$ cat src/rtl/ram_arbiter_if.sv
// ram_arbiter_if: requester, RAM-port and status signals of the two-requester RAM read arbiter.
interface ram_arbiter_if #(
  parameter int AW = 8,
  parameter int DW = 32
);
  logic          req0;
  logic          req1;
  logic [AW-1:0] addr0;
  logic [AW-1:0] addr1;
  logic          ack0;
  logic          ack1;
  logic [DW-1:0] rdata;
  logic [1:0]    grant;
  logic          ram_req;
  logic [AW-1:0] ram_addr;
  logic          ram_ack;
  logic [DW-1:0] ram_rdata;
  logic          timeout_err;
  modport slave (
    input  req0, req1, addr0, addr1, ram_ack, ram_rdata,
    output ack0, ack1, rdata, grant, ram_req, ram_addr, timeout_err
  );
  modport master (
    output req0, req1, addr0, addr1, ram_ack, ram_rdata,
    input  ack0, ack1, rdata, grant, ram_req, ram_addr, timeout_err
  );
endinterface

$ cat src/rtl/ram_arbiter.sv
// ram_arbiter: round-robin arbiter giving two read requesters access to one RAM port.
// Define ARB_TIMEOUT_EN to force completion with 32'hDEADBEEF after TIMEOUT unacknowledged BUSY cycles.
module ram_arbiter #(
  parameter int AW      = 8,
  parameter int DW      = 32,
  parameter int TIMEOUT = 16
) (
  input  logic         clk,
  input  logic         reset,
  ram_arbiter_if.slave bus_io
);
  typedef enum logic [1:0] {IDLE, BUSY, DONE} state_t;
  state_t        state_q, state_d;
  logic          last_q, last_d;
  logic [1:0]    grant_q, grant_d;
  logic          ram_req_q, ram_req_d;
  logic [AW-1:0] addr_q, addr_d;
  logic [DW-1:0] rdata_q, rdata_d;
  logic          win;
  // on contention the requester not served last wins
  assign win = (bus_io.req0 & bus_io.req1) ? ~last_q : bus_io.req1;
`ifdef ARB_TIMEOUT_EN
  localparam int CW = $clog2(TIMEOUT + 1);
  logic [CW-1:0] cnt_q, cnt_d;
  logic          err_q, err_d;
  logic          expire;
  assign expire = cnt_q == CW'(TIMEOUT - 1);
  assign bus_io.timeout_err = err_q;
`else
  assign bus_io.timeout_err = 1'b0;
`endif
  always_ff @(posedge clk or posedge reset) begin
    if (reset) begin
      state_q   <= IDLE;
      last_q    <= 1'b1;
      grant_q   <= '0;
      ram_req_q <= 1'b0;
      addr_q    <= '0;
      rdata_q   <= '0;
`ifdef ARB_TIMEOUT_EN
      cnt_q     <= '0;
      err_q     <= 1'b0;
`endif
    end else begin
      state_q   <= state_d;
      last_q    <= last_d;
      grant_q   <= grant_d;
      ram_req_q <= ram_req_d;
      addr_q    <= addr_d;
      rdata_q   <= rdata_d;
`ifdef ARB_TIMEOUT_EN
      cnt_q     <= cnt_d;
      err_q     <= err_d;
`endif
    end
  end
  always_comb begin
    state_d   = state_q;
    last_d    = last_q;
    grant_d   = grant_q;
    ram_req_d = ram_req_q;
    addr_d    = addr_q;
    rdata_d   = rdata_q;
`ifdef ARB_TIMEOUT_EN
    cnt_d     = cnt_q;
    err_d     = err_q;
`endif
    case (state_q)
      IDLE: if (bus_io.req0 | bus_io.req1) begin
        state_d   = BUSY;
        grant_d   = win ? 2'b10 : 2'b01;
        addr_d    = win ? bus_io.addr1 : bus_io.addr0;
        ram_req_d = 1'b1;
`ifdef ARB_TIMEOUT_EN
        cnt_d     = '0;
`endif
      end
      BUSY: if (bus_io.ram_ack) begin
        state_d   = DONE;
        rdata_d   = bus_io.ram_rdata;
        ram_req_d = 1'b0;
      end
`ifdef ARB_TIMEOUT_EN
      else begin
        cnt_d = cnt_q + 1'b1;
        if (expire) begin
          state_d   = DONE;
          rdata_d   = DW'(32'hDEADBEEF);
          ram_req_d = 1'b0;
          err_d     = 1'b1;
        end
      end
`endif
      DONE: begin
        state_d = IDLE;
        last_d  = grant_q[1];
        grant_d = '0;
      end
      default: state_d = IDLE;
    endcase
  end
  assign bus_io.ack0     = (state_q == DONE) & grant_q[0];
  assign bus_io.ack1     = (state_q == DONE) & grant_q[1];
  assign bus_io.grant    = grant_q;
  assign bus_io.ram_req  = ram_req_q;
  assign bus_io.ram_addr = addr_q;
  assign bus_io.rdata    = rdata_q;
endmodule

$ cat src/flat_wrapper.sv
// flat-port wrapper written by rule: the top's interface ports become plain ports
module ram_arbiter_flat 
#(
  parameter int AW      = 8,
  parameter int DW      = 32,
  parameter int TIMEOUT = 16
)
  (clk, reset, bus_io_req0, bus_io_req1, bus_io_addr0, bus_io_addr1, bus_io_ram_ack, bus_io_ram_rdata, bus_io_ack0, bus_io_ack1, bus_io_rdata, bus_io_grant, bus_io_ram_req, bus_io_ram_addr, bus_io_timeout_err);
  ram_arbiter_if #(.AW(AW), .DW(DW)) bus_io_i ();
  input  logic clk;
  input  logic reset;
  input wire logic [$bits(bus_io_i.req0)-1:0] bus_io_req0;
  input wire logic [$bits(bus_io_i.req1)-1:0] bus_io_req1;
  input wire logic [$bits(bus_io_i.addr0)-1:0] bus_io_addr0;
  input wire logic [$bits(bus_io_i.addr1)-1:0] bus_io_addr1;
  input wire logic [$bits(bus_io_i.ram_ack)-1:0] bus_io_ram_ack;
  input wire logic [$bits(bus_io_i.ram_rdata)-1:0] bus_io_ram_rdata;
  output wire logic [$bits(bus_io_i.ack0)-1:0] bus_io_ack0;
  output wire logic [$bits(bus_io_i.ack1)-1:0] bus_io_ack1;
  output wire logic [$bits(bus_io_i.rdata)-1:0] bus_io_rdata;
  output wire logic [$bits(bus_io_i.grant)-1:0] bus_io_grant;
  output wire logic [$bits(bus_io_i.ram_req)-1:0] bus_io_ram_req;
  output wire logic [$bits(bus_io_i.ram_addr)-1:0] bus_io_ram_addr;
  output wire logic [$bits(bus_io_i.timeout_err)-1:0] bus_io_timeout_err;
  assign bus_io_i.req0 = bus_io_req0;
  assign bus_io_i.req1 = bus_io_req1;
  assign bus_io_i.addr0 = bus_io_addr0;
  assign bus_io_i.addr1 = bus_io_addr1;
  assign bus_io_i.ram_ack = bus_io_ram_ack;
  assign bus_io_i.ram_rdata = bus_io_ram_rdata;
  assign bus_io_ack0 = bus_io_i.ack0;
  assign bus_io_ack1 = bus_io_i.ack1;
  assign bus_io_rdata = bus_io_i.rdata;
  assign bus_io_grant = bus_io_i.grant;
  assign bus_io_ram_req = bus_io_i.ram_req;
  assign bus_io_ram_addr = bus_io_i.ram_addr;
  assign bus_io_timeout_err = bus_io_i.timeout_err;
  ram_arbiter #(.AW(AW), .DW(DW), .TIMEOUT(TIMEOUT)) u_core (.clk(clk), .reset(reset), .bus_io(bus_io_i));
endmodule
$ cat config.mk
export PLATFORM = sky130hd
export DESIGN_NAME = ram_arbiter_flat
export DESIGN_NICKNAME = d
export VERILOG_FILES = /design/src/rtl/ram_arbiter_if.sv /design/src/rtl/ram_arbiter.sv /design/src/flat_wrapper.sv
export SDC_FILE = /design/constraint.sdc
export NUM_CORES = 1
export LEC_CHECK = 0
export BUFFER_PORTS_ARGS = -buffer_cell sky130_fd_sc_hd__buf_2
export CORE_AREA = 2 2 74 76
export CTS_CLUSTER_SIZE = 16
export DETAILED_ROUTE_END_ITERATION = 8
export DIE_AREA = 0 0 76 78
export HOLD_SLACK_MARGIN = 0.02
export PLACE_DENSITY = 0.7
export SETUP_SLACK_MARGIN = 0.02
export SLEW_MARGIN = 20
export SYNTH_ARGS = -nofsm -noshare
export SYNTH_HDL_FRONTEND = slang
export SYNTH_SLANG_ARGS = --single-unit
$ cat constraint.sdc
create_clock -name clk -period 2.6 [get_ports clk]
set_input_delay 0.13 -clock clk [delete_from_list [all_inputs] [get_ports clk]]
set_output_delay 0.13 -clock clk [all_outputs]
set_load 0.005 [all_outputs]
== Word-level counts from Yosys, hierarchy flattened ==
Cells that the tools add are included.

* Bits in registers: 46
* Input port bits: 53
* Output and inout port bits: 46

* Equal/unequal tests: 4
* Muxes and demuxes: 11
* Bitwise operators: 5
* Reduce and logical (&&, ||, !) cells: 8

{| class="wikitable"
|+ Operators by type and width
! cell !! number
|-
| $mux 2 || 4
|-
| $mux 8 || 1
|-
| $pmux 2 s2 || 2
|-
| $reduce_and 2->1 || 4
|-
| $reduce_bool 2->1 || 2
|-
| $and 1x1->1 || 3
|-
| $mux 1 || 3
|-
| $reduce_and 3->1 || 1
|-
| $eq 2x1->1 const B || 1
|-
| $eq 2x2->1 const B || 1
|-
| $logic_not 2->1 || 1
|-
| $ne 2x1->1 const B || 1
|-
| $ne 2x2->1 const B || 1
|-
| $pmux 1 s2 || 1
|-
| $not 1->1 || 1
|-
| $or 1x1->1 || 1
|}

== Logic depth before layout (Yosys ltp) ==
* Depth after elaboration: 5
* Mapped depth: 4
* Mapped depth without buffers: 3

== Worst setup path before layout ==
No wires, ideal clock.

* Path type: register -> register
* From: reg u_core.last_q
* To: reg u_core.addr_q[0] (netlist: u_core.bus_io.ram_addr[0])
* Arrival time: 1127 ps
* Data required time: 2474 ps
* Setup slack: 1347 ps
* Cell stages (with the launch flop): 5
* Path through: dfstp_2 nand2_1 and3_1 buf_6 a221o_1

* Cells in the longest elaborated chain, start to end: 3

{| class="wikitable"
|+ Ends and longest elaborated chain
! item !! RTL line !! source
|-
| start, declared || ram_arbiter.sv:14 || <nowiki>logic last_q, last_d;</nowiki>
|-
| start signal, assigned || ram_arbiter.sv:46 || <nowiki>last_q <= last_d;</nowiki>
|-
| $not 1->1 || ram_arbiter.sv:21 || <nowiki>assign win = (bus_io.req0 & bus_io.req1) ? ~last_q : bus_io.req1;</nowiki>
|-
| $mux 1 || ram_arbiter.sv:21 ||
|-
| $mux 8 || ram_arbiter.sv:72 || <nowiki>addr_d = win ? bus_io.addr1 : bus_io.addr0;</nowiki>
|-
| end signal, assigned || ram_arbiter.sv:49 || <nowiki>addr_q <= addr_d;</nowiki>
|-
| end, declared || ram_arbiter.sv:17 || <nowiki>logic [AW-1:0] addr_q, addr_d;</nowiki>
|}

Every way passes these cells.
A chain may end at the register's enable or synchronous reset.

== Worst setup path after layout ==
* From: reg u_core.state_q[1]
* To: reg u_core.rdata_q[12] (netlist: u_core.bus_io.rdata[12])

* Cells in the longest elaborated chain, start to end: 2

{| class="wikitable"
|+ Ends and longest elaborated chain
! item !! RTL line !! source
|-
| start, declared || ram_arbiter.sv:13 || <nowiki>state_t state_q, state_d;</nowiki>
|-
| start signal, assigned || ram_arbiter.sv:45 || <nowiki>state_q <= state_d;</nowiki>
|-
| $eq 2x1->1 || ram_arbiter.sv:68 || <nowiki>case (state_q)</nowiki>
|-
| $reduce_and 2->1 (no line) || -- ||
|-
| end signal, assigned || ram_arbiter.sv:50 || <nowiki>rdata_q <= rdata_d;</nowiki>
|-
| end, declared || ram_arbiter.sv:18 || <nowiki>logic [DW-1:0] rdata_q, rdata_d;</nowiki>
|}

Every way passes these cells.

==> metrics <==
status=completed; CTS max path bufs=2; sequential cell area=0.00115 mm^2; setup_tns=0 ps; CP Buf/Inv Count=0; Post-synth top flop=dfrtp_1; mapped cell area=0.00198 mm^2; Clock Skew=2.31 ps; final instance area=0.00257 mm^2; depth of the CTS H-tree=2; CTS buffer count=5; Clock Latency Late Sink=290 ps; fin. max-slew vios=0; Synth area leaders=dfrtp_1 (57%), mux2_4 (21%), a221o_1 (4.0%), buf_6 (2.3%), mux2_2 (2.3%); drt wl/cell=13.2 um; area grow syn2layout=29.8%; cell with the most instances after synthesis=dfrtp_1; Worst path top cell family by delay=simple AND/OR/NAND/NOR gates; leading area contributor after synthesis=dfrtp_1; Synth top cells by count=dfrtp_1 (45), mux2_4 (28), nand2_1 (11), a221o_1 (8), nor3_1 (8); CTS tree=done; num rows=26; antenna cells=0; Total Routing Usage GR=13.7%; Fin. Hold Viols=0; Gate power share=a little over 40%; routing usage on met2=about 22%; critical setup path kind=reg2reg; switching share of power=30.1%; CTS hold repair buffers=0; placer congestion estimate=0.856; ANT nets after route=0; vias in the first global route=1380; full die area=0.00593 mm^2; FF+latch count, synth=46; NetSw=884 uW; initial antenna violation count=0; Fillers=458; Worst setup SP type=flop; peak supply drop=0.000491 V; PD cells=1140 mW/mm^2; placed cell areas=around 0.0025 mm^2; synthesis warning total=0; TritonRoute pass-1 iters=4; Reg power frac=43.8%; DP Worst Slack=976 ps; vias per cell=4.53; total gr overflow=0; hpwl dp=2830 um; Post-Route Utilization=approximately 51%; post-route minimum period=1620 ps; Synth Area per Inst=14.9 um^2; CP Data Required Time=around 2800 ps; Worst-Margin Slew=925 ps; EDFF count, synth=0; clock share of power=15.0%; vias=1354; fin crit share=~62%; fraction of registers with async set/reset=100%; CTS sink count=46; critical path's largest stage delay=580 ps; GR peak layer=met2; leakage=0.00140 uW; largest net degree at the start of global routing=47; Max Cap Viol=0; Die W=76 um; CP arrival=~1800 ps; Final WS setup=around 1000 ps; Initial Utilization=39.3%; Root Buffer=clkbuf_8; Rel. slew slack=38.3%; Crit. End Element=flop; dpl cells=291; Internal=roughly 2100 uW; GR Util met3=approximately 4.7%; Worst Path Max Fanout=34; layout cells sized above 1=61.6%; Worst-path clk slew=about 80 ps; footprint of the multi-input gates=around 750 um^2; Remaining DRCs=0; final wirelength=3950 um; post_cts resized=0; Distinct cells, synth=27; unrepaired setup endpoints after global routing=no; grt met1 use=17.2%; Setup Buffers After CTS=0; Final #Nets=281; Synth Net Count=186; Finished Layout Cells=299; fmax=618 MHz; Synth Instances=roughly 130; first-pass GRT wire length=~6400 um; Crit-path slowest cell=nand3b_4; DR iter-0 viols=43; die boundary height=78 um; register area share after synthesis=between 50 and 60%; core area=0.00504 mm^2; Port-buffer cells=between 90 and 100; worst min-delay path category=in2async; post-synth top area share=56.8%; crit path cell chain=nand3b_4, mux2_4; final setup vio count=0; Boundary Pins=99
## cells by family after synthesis
family                 Yosys count  share of synthesized area [%]
buffers and inverters           11                           4.23
AOI/OAI and AO/OA               13                           5.87
muxes                           32                           23.5
DFF                             46                           58.1
and+or+nand+nor                 30                           8.14
other                            1                          0.189
## layout by cell type (no fill, tap or decap)
cell	synthesis	layout
nor2_1	2	2
a32o_1	1	1
and2_1	2	2
nand3b_4	1	1
dfstp_2	1	1
or2_1	1	1
nand2_1	11	11
conb_1	1	1
inv_1	2	1
a221o_1	8	8
buf_2	1	97
dfrtp_1	45	45
o21ai_0	1	1
mux2_4	28	28
clkinvlp_4	0	1
a21o_1	1	1
nor3_1	8	8
clkinv_2	0	1
and3_1	1	1
nand2b_1	1	1
clkbuf_8	0	6
o21ai_1	1	1
inv_2	0	1
and2b_1	1	1
a31o_2	1	1
mux2_2	4	4
nor2b_1	1	1
or2b_1	1	1
## layer usage
metal  vias to the layer above  part of all wire [%]  wire [um]
li1                        652                     -          -
met2                        56                    46       1830
met4                         0                   1.6         64
met3                         6                   7.3        289
met1                       640                    45       1760
met5                         -                     0          0
## area by class of cell
type / instances / area share (%)
flip-flops and latches: 46 / 44.8
multi-input cells: 76 / 29.0
repair buffers: 97 / 18.9
well taps: 70 / 3.40
clock buffers: 6 / 3.21
clock inverters: 2 / 0.486
inverters: 2 / 0.292
## power by group through the flow
stage / clock network [uW] / registers, uW / logic [uW]
after floorplan: 0 / 1310 / 774
after global placement: 0 / 1290 / 1210
after detailed placement: 0 / 1280 / 1240
after CTS: 461 / 1290 / 1240
after global routing: 496 / 1340 / 1320
final: 441 / 1290 / 1210
## worst register-to-register path, delay by kind of cell (launching register included)
kind             cells  cell delay [ps]
muxes                1              510
and+or+nand+nor      1              580
DFF                  1              420
## worst paths after layout
| kind | slack, ps | depth (start not counted) | to | from |
|---|---|---|---|---|
| worst max-delay path | 980 | 2 | u_core.bus_io.rdata[12]$_DFFE_PP0P_ | u_core.state_q[1]$_DFFE_PP0P_ |
| worst max register to register | 980 | 2 | u_core.bus_io.rdata[12]$_DFFE_PP0P_ | u_core.state_q[1]$_DFFE_PP0P_ |
| worst min-delay path | 50 | 2 | u_core.bus_io.rdata[27]$_DFFE_PP0P_ | reset |
| max in group asynchronous | 1990 | 2 | u_core.bus_io.rdata[11]$_DFFE_PP0P_ | reset |
| min in group clk | 60 | 2 | u_core.bus_io.rdata[4]$_DFFE_PP0P_ | bus_io_ram_rdata[4] |
| worst min register to register | 490 | 2 | u_core.bus_io.ram_req$_DFFE_PP0P_ | u_core.bus_io.ram_req$_DFFE_PP0P_ |
## state kept, by name (all words and copies together), names as in the netlist
name and cells:
u_core.bus_io.rdata 32, u_core.bus_io.ram_req 1, u_core.bus_io.ram_addr 8, u_core.last_q 1, u_core.state_q 2, u_core.bus_io.grant 2
## through the flow
stage,hold slack [ps],power [uW]
floorplan,237,2080
global placement,361,2500
detailed placement,363,2520
CTS,50.9,2990
global route,42.1,3150
finish,46.2,2940
(Power assumes the default switching activity.)
